$ cat src/rtl/opl3_wr_sched_pkg.sv
// Shared types for the opl3 write scheduler.
// Entry layout, FSM states and requester ids.
package opl3_wr_pkg;

  typedef enum logic [2:0] {
    IDLE,
    IDX,
    IDX_GAP,
    DAT,
    DAT_GAP
  } state_t;

  typedef struct packed {
    logic       bank;
    logic [7:0] index;
    logic [7:0] data;
  } wr_entry_t;

  localparam logic REQ_A = 1'b0;
  localparam logic REQ_B = 1'b1;

endpackage

$ cat src/rtl/opl3_wr_sched_if.sv
// Requester-side bus of the opl3 write scheduler.
// A = AdLib alias 0x388, B = SoundBlaster FM alias 0x220.
interface opl3_wr_sched_if;

  logic       a_valid;
  logic       a_ready;
  logic       a_bank;
  logic [7:0] a_index;
  logic [7:0] a_data;

  logic       b_valid;
  logic       b_ready;
  logic       b_bank;
  logic [7:0] b_index;
  logic [7:0] b_data;

  modport master (
    output a_valid, a_bank, a_index, a_data,
    output b_valid, b_bank, b_index, b_data,
    input  a_ready, b_ready
  );

  modport slave (
    input  a_valid, a_bank, a_index, a_data,
    input  b_valid, b_bank, b_index, b_data,
    output a_ready, b_ready
  );

endinterface

$ cat src/rtl/opl3_wr_sched_fifo.sv
// Per-requester write FIFO with a registered head word.
// No push while full, even if a pop happens the same cycle.
module opl3_wr_fifo
  import opl3_wr_pkg::*;
#(
  parameter int DEPTH = 4
) (
  input  logic      clk,
  input  logic      reset,
  input  logic      push,
  input  wr_entry_t wr_data,
  input  logic      pop,
  output logic      full,
  output logic      empty,
  output wr_entry_t rd_data
);

  localparam int AW = $clog2(DEPTH);

  wr_entry_t   mem [DEPTH];
  logic [AW:0] wptr_q;
  logic [AW:0] rptr_q;
  logic [AW:0] rptr_nx;
  logic        push_ok;
  logic        pop_ok;

  assign full = (wptr_q[AW] != rptr_q[AW]) &&
                (wptr_q[AW-1:0] == rptr_q[AW-1:0]);
  assign empty   = (wptr_q == rptr_q);
  assign push_ok = push && !full;
  assign pop_ok  = pop && !empty;
  assign rptr_nx = rptr_q + {{AW{1'b0}}, pop_ok};

  always_ff @(posedge clk) begin
    if (push_ok) mem[wptr_q[AW-1:0]] <= wr_data;
  end

  // Head register bypasses the array when the new word lands at the head
  always_ff @(posedge clk) begin
    if (reset) begin
      wptr_q  <= '0;
      rptr_q  <= '0;
      rd_data <= '0;
    end else begin
      if (push_ok) wptr_q <= wptr_q + (AW+1)'(1);
      rptr_q <= rptr_nx;
      if (push_ok && (wptr_q == rptr_nx)) rd_data <= wr_data;
      else rd_data <= mem[rptr_nx[AW-1:0]];
    end
  end

endmodule

$ cat src/rtl/opl3_wr_sched.sv
// Round-robin write scheduler pacing index/data writes into opl3.
// OPL3_WR_SCHED_SKIP_IDX_EN: skip a repeated index phase.
module opl3_wr_sched
  import opl3_wr_pkg::*;
#(
  parameter int DEPTH      = 4,
  parameter int WE_CYCLES  = 2,
  parameter int GAP_CYCLES = 8
) (
  input  logic                  clk,
  input  logic                  reset,
  opl3_wr_sched_if.slave        req,
  output logic [1:0]            opl_addr,
  output logic [7:0]            opl_din,
  output logic                  opl_we,
  output logic                  busy
);

  localparam int MAXC = (WE_CYCLES > GAP_CYCLES) ?
                        WE_CYCLES : GAP_CYCLES;
  localparam int CW = $clog2(MAXC + 1);
  localparam logic [CW-1:0] WE_LD  = CW'(WE_CYCLES - 1);
  localparam logic [CW-1:0] GAP_LD = CW'(GAP_CYCLES - 1);

  state_t        state_q;
  logic [CW-1:0] cnt_q;
  logic          last_q;
  logic          hold_bank_q;
  logic [7:0]    hold_data_q;
  logic          a_full, a_empty;
  logic          b_full, b_empty;
  logic          grant_a, grant_b;
  logic          skip;
  wr_entry_t     a_in, b_in;
  wr_entry_t     a_head, b_head, head;

  assign a_in = {req.a_bank, req.a_index, req.a_data};
  assign b_in = {req.b_bank, req.b_index, req.b_data};

  opl3_wr_fifo #(.DEPTH(DEPTH)) u_fifo_a (
    .clk     (clk),
    .reset   (reset),
    .push    (req.a_valid),
    .wr_data (a_in),
    .pop     (grant_a),
    .full    (a_full),
    .empty   (a_empty),
    .rd_data (a_head)
  );

  opl3_wr_fifo #(.DEPTH(DEPTH)) u_fifo_b (
    .clk     (clk),
    .reset   (reset),
    .push    (req.b_valid),
    .wr_data (b_in),
    .pop     (grant_b),
    .full    (b_full),
    .empty   (b_empty),
    .rd_data (b_head)
  );

  assign req.a_ready = !a_full;
  assign req.b_ready = !b_full;
  assign busy = (state_q != IDLE) || !a_empty || !b_empty;

  // Contention goes to whoever was not granted last
  always_comb begin
    grant_a = 1'b0;
    grant_b = 1'b0;
    if (state_q == IDLE) begin
      if (!a_empty && (b_empty || last_q == REQ_B)) grant_a = 1'b1;
      else if (!b_empty) grant_b = 1'b1;
    end
  end

  assign head = grant_a ? a_head : b_head;

`ifdef OPL3_WR_SCHED_SKIP_IDX_EN
  logic       last_vld_q;
  logic       last_bank_q;
  logic [7:0] last_index_q;
  logic [7:0] hold_index_q;

  assign skip = last_vld_q &&
                ({head.bank, head.index} ==
                 {last_bank_q, last_index_q});

  always_ff @(posedge clk) begin
    if (reset) begin
      last_vld_q   <= 1'b0;
      last_bank_q  <= 1'b0;
      last_index_q <= '0;
      hold_index_q <= '0;
    end else begin
      if (grant_a || grant_b) hold_index_q <= head.index;
      if (state_q == IDX && cnt_q == '0) begin
        last_vld_q   <= 1'b1;
        last_bank_q  <= hold_bank_q;
        last_index_q <= hold_index_q;
      end
    end
  end
`else
  assign skip = 1'b0;
`endif

  always_ff @(posedge clk) begin
    if (reset) begin
      state_q     <= IDLE;
      cnt_q       <= '0;
      last_q      <= REQ_B;
      hold_bank_q <= 1'b0;
      hold_data_q <= '0;
      opl_addr    <= '0;
      opl_din     <= '0;
      opl_we      <= 1'b0;
    end else begin
      unique case (state_q)
        IDLE: begin
          if (grant_a || grant_b) begin
            hold_bank_q <= head.bank;
            hold_data_q <= head.data;
            last_q      <= grant_b;
            cnt_q       <= WE_LD;
            opl_we      <= 1'b1;
            if (skip) begin
              state_q  <= DAT;
              opl_addr <= {head.bank, 1'b1};
              opl_din  <= head.data;
            end else begin
              state_q  <= IDX;
              opl_addr <= {head.bank, 1'b0};
              opl_din  <= head.index;
            end
          end
        end
        IDX: begin
          if (cnt_q == '0) begin
            state_q <= IDX_GAP;
            cnt_q   <= GAP_LD;
            opl_we  <= 1'b0;
          end else cnt_q <= cnt_q - 1'b1;
        end
        IDX_GAP: begin
          if (cnt_q == '0) begin
            state_q  <= DAT;
            cnt_q    <= WE_LD;
            opl_we   <= 1'b1;
            opl_addr <= {hold_bank_q, 1'b1};
            opl_din  <= hold_data_q;
          end else cnt_q <= cnt_q - 1'b1;
        end
        DAT: begin
          if (cnt_q == '0) begin
            state_q <= DAT_GAP;
            cnt_q   <= GAP_LD;
            opl_we  <= 1'b0;
          end else cnt_q <= cnt_q - 1'b1;
        end
        DAT_GAP: begin
          if (cnt_q == '0) state_q <= IDLE;
          else cnt_q <= cnt_q - 1'b1;
        end
        default: state_q <= IDLE;
      endcase
    end
  end

endmodule

$ cat src/flat_wrapper.sv
// flat-port wrapper written by rule: the top's interface ports become plain ports
module opl3_wr_sched_flat import opl3_wr_pkg::*;
#(
  parameter int DEPTH      = 4,
  parameter int WE_CYCLES  = 2,
  parameter int GAP_CYCLES = 8
)
  (clk, reset, opl_addr, opl_din, opl_we, busy, req_a_valid, req_a_bank, req_a_index, req_a_data, req_b_valid, req_b_bank, req_b_index, req_b_data, req_a_ready, req_b_ready);
  opl3_wr_sched_if req_i ();
  input  logic clk;
  input  logic reset;
  output logic [1:0] opl_addr;
  output logic [7:0] opl_din;
  output logic opl_we;
  output logic busy;
  input wire logic [$bits(req_i.a_valid)-1:0] req_a_valid;
  input wire logic [$bits(req_i.a_bank)-1:0] req_a_bank;
  input wire logic [$bits(req_i.a_index)-1:0] req_a_index;
  input wire logic [$bits(req_i.a_data)-1:0] req_a_data;
  input wire logic [$bits(req_i.b_valid)-1:0] req_b_valid;
  input wire logic [$bits(req_i.b_bank)-1:0] req_b_bank;
  input wire logic [$bits(req_i.b_index)-1:0] req_b_index;
  input wire logic [$bits(req_i.b_data)-1:0] req_b_data;
  output wire logic [$bits(req_i.a_ready)-1:0] req_a_ready;
  output wire logic [$bits(req_i.b_ready)-1:0] req_b_ready;
  assign req_i.a_valid = req_a_valid;
  assign req_i.a_bank = req_a_bank;
  assign req_i.a_index = req_a_index;
  assign req_i.a_data = req_a_data;
  assign req_i.b_valid = req_b_valid;
  assign req_i.b_bank = req_b_bank;
  assign req_i.b_index = req_b_index;
  assign req_i.b_data = req_b_data;
  assign req_a_ready = req_i.a_ready;
  assign req_b_ready = req_i.b_ready;
  opl3_wr_sched #(.DEPTH(DEPTH), .WE_CYCLES(WE_CYCLES), .GAP_CYCLES(GAP_CYCLES)) u_core (.clk(clk), .reset(reset), .req(req_i), .opl_addr(opl_addr), .opl_din(opl_din), .opl_we(opl_we), .busy(busy));
endmodule
$ cat config.mk
export PLATFORM = sky130hd
export DESIGN_NAME = opl3_wr_sched_flat
export DESIGN_NICKNAME = d
export VERILOG_FILES = /design/src/rtl/opl3_wr_sched_pkg.sv /design/src/rtl/opl3_wr_sched_if.sv /design/src/rtl/opl3_wr_sched_fifo.sv /design/src/rtl/opl3_wr_sched.sv /design/src/flat_wrapper.sv
export SDC_FILE = /design/constraint.sdc
export NUM_CORES = 1
export LEC_CHECK = 0
export BUFFER_PORTS_ARGS = -buffer_cell sky130_fd_sc_hd__buf_2
export CORE_MARGIN = 2
export CORE_UTILIZATION = 60
export DETAILED_ROUTE_END_ITERATION = 8
export MAX_ROUTING_LAYER = met4
export PLACE_DENSITY = 0.76
export SETUP_SLACK_MARGIN = 0.4
export SLEW_MARGIN = 0
export SYNTH_ARGS = -nofsm -noshare
export SYNTH_HDL_FRONTEND = slang
export SYNTH_SLANG_ARGS = --single-unit
$ cat constraint.sdc
create_clock -name clk -period 3.76 [get_ports clk]
set_clock_uncertainty 0.2 [all_clocks]
set_input_delay 0.94 -clock clk [delete_from_list [all_inputs] [get_ports clk]]
set_output_delay 0.94 -clock clk [all_outputs]
set_load 0.02 [all_outputs]
Yosys cells after proc, flatten, opt, wreduce, memory -nomap -nowiden
Memory sizes are Yosys's and may differ from the RTL's.
Cells that the tools add are included.
Operators by class
  mux-type cells: 33
  add/sub/neg operators: 5
  equality and inequality tests: 19
  reduce and logical (&&, ||, !) cells: 29
Operators by type and width (number)
  $mux W17: 3
  $mux W4: 4
  $mux W8: 2
  $pmux W4 S4: 1
  $pmux W8 S2: 1
  $mux W3: 5
  $pmux W3 S5: 1
  $eq A3 B3 Y1: 4
  $mux W1: 12
  $ne A2 B1 Y1 const B: 5
  $logic_and A1 B1 Y1: 9
  $add A3 B1 Y3: 2
  $add A3 B1 Y3 const B: 2
  $eq A3 B2 Y1 const B: 2
  $reduce_and A3 Y1: 2
  $reduce_bool A3 Y1: 2
  $reduce_and A5 Y1: 1
  $eq A2 B2 Y1: 2
  $logic_not A1 Y1: 4
  $logic_not A4 Y1: 1
  $logic_or A1 B1 Y1: 4
  $mux W2: 2
  $ne A2 B2 Y1 const B: 2
  $pmux W2 S2: 1
  other kinds (11): 12
Word-level totals
  bits in writable memories: 136
  memories kept: 2
  flip-flop bits (word level): 74
Memories
  u_core.u_fifo_a.mem: words 4, width 17, read ports 1, clocked after Yosys merged registers in 0, wr ports 1, line opl3_wr_sched_fifo.sv:20  | wr_entry_t mem [DEPTH];
  u_core.u_fifo_b.mem: words 4, width 17, read ports 1, clocked after Yosys merged registers in 0, wr ports 1, line opl3_wr_sched_fifo.sv:20

Depth between registers and ports, before layout
  depth after elaboration: 10
  gate-level depth with buffers: 13

Cells and area by module
Synthesis repeated with hierarchy kept, for this count alone.
Second synthesis, totals
  cells, all modules: 597
  area, all modules: 8630.8 sq um
Modules (own cells, without submodules)
  opl3_wr_fifo: times used 2, area each 3540.9 sq um, cells each 209
  opl3_wr_sched: times used 1, area each 1549.0 sq um, cells each 179

Least setup slack after synthesis
No wires, ideal clock.
  path type: register -> register
  start point: register u_core.u_fifo_b.wptr_q[0]
  end point: register u_core.u_fifo_b.rd_data[0] (netlist name)
  path buffers: 3
  cell stages (with the launch flop): 12
  arrival time: 2.728 ns
  slack: 0.704 ns
  clock period less this slack: 3.056 ns
  cell sequence: dfxtp_1 > xnor2_2 > and3_1 > buf_2 > a211oi_1 > ha_1 > ha_1 > clkbuf_1 > clkbuf_1 > mux4_2 > mux2i_1 > nor2_1
Between the ends
  longest elaborated chain between the ends: 10
  elaborated cells between the ends (all ways): 17
  those cells by class: add/sub: 1; eq/ne: 3; mux: 4; reduce/logical: 8; memory: 1
RTL lines
  start, declared: line opl3_wr_sched_fifo.sv:21  | logic [AW:0] wptr_q;
  start signal, assigned: line opl3_wr_sched_fifo.sv:45  | if (push_ok) wptr_q <= wptr_q + (AW+1)'(1);
  $eq A3 B3 Y1 (*): line opl3_wr_sched_fifo.sv:29  | assign empty = (wptr_q == rptr_q);
  $logic_or A1 B1 Y1: line opl3_wr_sched.sv:71  | if (!a_empty && (b_empty || last_q == REQ_B)) grant_a = 1'b1;
  $logic_and A1 B1 Y1: line opl3_wr_sched.sv:71
  $mux W1: line opl3_wr_sched.sv:71
  $mux W1: line opl3_wr_sched.sv:70  | if (state_q == IDLE) begin
  $logic_and A1 B1 Y1 (*): line opl3_wr_sched_fifo.sv:31  | assign pop_ok = pop && !empty;
  $add A3 B1 Y3 (*): line opl3_wr_sched_fifo.sv:32  | assign rptr_nx = rptr_q + {{AW{1'b0}}, pop_ok};
  net u_core.u_fifo_b.rptr_nx[1]: line opl3_wr_sched_fifo.sv:23  | logic [AW:0] rptr_nx;
  branches (longest 2 deep; another with $mem_v2 Z4 W17)
  $mux W17 (*): line opl3_wr_sched_fifo.sv:47  | if (push_ok && (wptr_q == rptr_nx)) rd_data <= wr_data;
  end signal, assigned: line opl3_wr_sched_fifo.sv:47
  end signal, assigned: line opl3_wr_sched_fifo.sv:48  | else rd_data <= mem[rptr_nx[AW-1:0]];
  end, declared: line opl3_wr_sched_fifo.sv:15  | output wr_entry_t rd_data
Mark *: on every way through the listed nets, which the timed path passes.
A chain may end at the register's enable or synchronous reset.

Worst setup path after layout
  start point: register u_core.u_fifo_b.wptr_q[0]
  end point: register u_core.u_fifo_a.rd_data[6] (netlist name)
Between the ends
  longest elaborated chain between the ends: 10
  elaborated cells between the ends (all ways): 11
  those cells by class: add/sub: 1; eq/ne: 2; mux: 3; reduce/logical: 4; memory: 1
RTL lines (line)
  $eq A3 B3 Y1 (*): opl3_wr_sched_fifo.sv:29
  $logic_or A1 B1 Y1 (*): opl3_wr_sched.sv:71
  $logic_and A1 B1 Y1 (*): opl3_wr_sched.sv:71
  $mux W1 (*): opl3_wr_sched.sv:71
  $mux W1 (*): opl3_wr_sched.sv:70
  $logic_and A1 B1 Y1 (*): opl3_wr_sched_fifo.sv:31
  $add A3 B1 Y3 (*): opl3_wr_sched_fifo.sv:32
  net u_core.u_fifo_a.rptr_nx[1]: opl3_wr_sched_fifo.sv:23
  branches (longest 2 deep; another with $mem_v2 Z4 W17)
  $mux W17 (*): opl3_wr_sched_fifo.sv:47
  end signal, assigned: opl3_wr_sched_fifo.sv:47
  end signal, assigned: opl3_wr_sched_fifo.sv:48
  end, declared: opl3_wr_sched_fifo.sv:15
Marked as above.

==> results.sh <==
export IMPL_synth_top_area_share_pct=47.8
export IMPL_worstPathRequired_ns=3.93
export IMPL_antenna_left=0
export IMPL_vdd_drop_max_mv=0.449
export IMPL_dieArea_um2=15200
export IMPL_synth_edf_count=136
export IMPL_hpwl_um=10700
export IMPL_worst_setup_path_end_kind="flop"
export IMPL_syn_num_nets=595
export IMPL_power_switching_mw=2.50
export IMPL_grt_use_total_pct=23.7
export IMPL_fp_row_count=43
export IMPL_crit_path_start_kind="flop"
export IMPL_fillCellCount=915
export IMPL_synth_avg_cell_area_um2=15.7
export IMPL_whs_ns=0.268
export IMPL_stdcell_area_um2=9710
export IMPL_rsz0062_at_grt="no"
export IMPL_slew_headroom_pct=39.6
export IMPL_synth_seq_area_share_pct=65.1
export IMPL_start_util_pct=61.6
export IMPL_grt_max_degree=32
export IMPL_path_max_fanout=17
export IMPL_path_clk_slew_ns=0.06
export IMPL_antenna_found_initial=0
export IMPL_synth_ff_type="edfxtp_1"
export IMPL_drive_above_1_share_pct=26.4
export IMPL_worstPathArrival_ns=3.26
export IMPL_wl_per_cell_um=20.9
export IMPL_drcViolationCount=0
export IMPL_regArea_um2=5570
export IMPL_synth_top_family_by_area="multiplexers"
export IMPL_fin_cells=801
export IMPL_grt_pass1_vias=4917
export IMPL_core_area_um2=13900
export IMPL_grt_pass1_wl_um=26500
export IMPL_die_y_um=123
export IMPL_cts_tree="yes"
export IMPL_io_pins=52
export IMPL_num_vias=4784
export IMPL_outcome="completed"
export IMPL_period_needed_ns=3.09
export IMPL_worst_slew_pin_slew_ns=0.906
export IMPL_power_frac_clock_pct=26.6
export IMPL_seq_power_share_pct=39.1
export IMPL_n_antenna_cell=0
export IMPL_htreeDepth=1
export IMPL_finalSetupViolCount=0
export IMPL_yosys_top_cells_area="edfxtp_1, dfxtp_1, mux4_2, mux2i_1, nor2_1"
export IMPL_io_buffers=51
export IMPL_clock_path_buffers=3
export IMPL_cts_made_buffers=23
export IMPL_synthTopCellsByCount="edfxtp_1, dfxtp_1, nor2_1, mux2i_1, mux4_2"
export IMPL_combPwrFrac_pct=34.2
export IMPL_netlist_area_um2=8550
export IMPL_hp_class="flop to flop"
export IMPL_yosysTopAreaCell="edfxtp_1"
export IMPL_dr_pass1_iters=5
export IMPL_max_freq_ghz=0.324
export IMPL_synth_cell_types=57
export IMPL_criticalPathCategory="flop to flop"
export IMPL_synth_xor_area_share_pct=2.69
export IMPL_cts_root_buf="clkbuf_16"
export IMPL_gp_congestion=0.837
export IMPL_insertion_delay_ns=0.50
export IMPL_yosysWarnings=0
export IMPL_intPower_mw=5.28
export IMPL_synth_simple_area_share_pct=7.99
export IMPL_synth_mux_area_share_pct=13.2
export IMPL_synth_seq_cells=210
export IMPL_dp_cells=759
export IMPL_powerDensity_nw_per_um2=800
export IMPL_maxSlewViolCount=0
export IMPL_ff2ff_setup_slack_ns=0.67
export IMPL_cts_sinks=210
export IMPL_drt_total_wl_um=16800
export IMPL_die_width_um=123
export IMPL_final_nets=656
export IMPL_synthCells=543
export IMPL_synthAdderAreaFrac_pct=2.05
export IMPL_cap_violations=0
export IMPL_finalHoldViolCount=0
export IMPL_drtIter0Drc=341
export IMPL_vias_per_cell=5.97
export IMPL_setup_tns_ns=0
export IMPL_syn_to_final_growth_pct=13.6
export IMPL_synth_most_common_cell="edfxtp_1"
export IMPL_post_dp_cell_area_um2=9000
export IMPL_grt_overflow=0
export IMPL_finalCritPeriodShare_pct=82.2
export IMPL_swShare_pct=32.1
export IMPL_multi_input_area_um2=2790
export IMPL_utilization_pct=70.0
export IMPL_power_leakage_nw=3.51
export IMPL_synthArstFlopShare_pct=0
export IMPL_synth_compound_area_share_pct=6.63
==> cell usage in the layout (no fill, tap or decap), types with 3 or more instances in the layout <==
cell type / synthesis / routed
nor3b_1: 10 / 10
clkbuf_8: 0 / 4
nor2_1: 53 / 53
nor2b_1: 4 / 4
xnor2_1: 15 / 15
a211oi_1: 4 / 4
buf_2: 9 / 51
xor2_2: 3 / 3
nand4b_1: 8 / 8
ha_1: 14 / 14
nor3_1: 11 / 10
o21ai_0: 4 / 4
nand3_1: 5 / 5
nand2_1: 4 / 4
and2_1: 9 / 9
clkbuf_1: 15 / 6
inv_1: 8 / 8
edfxtp_1: 136 / 136
clkbuf_16: 0 / 23
a22oi_1: 9 / 9
o41ai_2: 8 / 8
mux2i_1: 36 / 36
dfxtp_1: 74 / 74
a21oi_1: 17 / 17
clkinv_2: 0 / 3
o2bb2ai_1: 8 / 8
mux4_2: 34 / 34
buf_4: 2 / 16
==> worst max-delay path, stage by stage (launching register included) <==
cell and delay [ns]:
dfxtp_1 0.50, xnor2_2 0.19, a31oi_2 0.39, nor3_2 0.11, ha_1 0.22, ha_1 0.32
xnor2_1 0.13, and4_1 0.19, buf_4 0.31, mux2i_1 0.33, nor2_1 0.07
==> power by group through the flow <==
stage | logic (mW) | clock network (mW) | registers [mW]
2_1_floorplan | 2.12 | 0 | 3.01
3_3_place_gp | 2.59 | 0 | 3.07
3_5_place_dp | 2.64 | 0 | 3.08
4_1_cts | 2.68 | 2.10 | 3.04
5_1_grt | 2.92 | 2.18 | 3.07
6_report | 2.66 | 2.07 | 3.04
==> cells by family (layout without fill, tap and decap cells) <==
group                    after synthesis  after routing
multiplexers                          70             70
XOR/XNOR                              22             22
AND/OR/NAND/NOR                      122            122
adder cells (fa/ha/maj)               14             14
AO/OA/AOI/OAI                         65             65
buffers and inverters                 40            118
flip-flops                           210            210
==> stage by stage <==
stage | setup slack (ns) | total power [mW]
after floorplan | 0.704 | 5.13
after global placement | 0.574 | 5.66
after detailed placement | 0.589 | 5.72
after CTS | 0.577 | 7.82
after global routing | 0.448 | 8.17
final | 0.670 | 7.78
==> state kept, by name, summed over array words and instances (netlist names), 4 cells and up <==
name	count
u_core.opl_din	8
u_core.u_fifo_a.rd_data	17
u_core.hold_data_q	8
u_core.u_fifo_b.mem	68
u_core.u_fifo_b.rd_data	17
u_core.cnt_q	4
u_core.u_fifo_a.mem	68
==> routing by layer <==
layer | wire (µm) | GRT usage, % | up-vias
met5 | 0 | - | -
met4 | 443 | 7.32 | 0
met3 | 775 | 3.27 | 37
met2 | 8250 | 38.0 | 146
met1 | 7290 | 31.9 | 2384
li1 | - | - | 2217
==> cell type report <==
| cell class | count | area share [%] |
|---|---|---|
| clock buffer | 34 | 6.80 |
| clock inverter | 8 | 0.515 |
| inverter | 8 | 0.309 |
| multi-input combinational | 293 | 28.7 |
| sequential | 210 | 57.3 |
| tap | 180 | 2.32 |
| timing repair buffer | 68 | 4.07 |
==> final timing paths <==
path         cells past startpoint                       from                         end
min                              1      u_core.hold_data_q[4]       u_core.hold_data_q[4]
max reg2reg                     10  u_core.u_fifo_b.wptr_q[0]  u_core.u_fifo_a.rd_data[6]
max                             10  u_core.u_fifo_b.wptr_q[0]  u_core.u_fifo_a.rd_data[6]
min reg2reg                      1      u_core.hold_data_q[4]       u_core.hold_data_q[4]
==> what timing repair did <==
item	CTS	global route
hold buffers	0	0
endpoints found under the setup margin	0	5
setup buffers	0	0
gates resized for setup	0	1
Power figures use the tool's default switching activity.
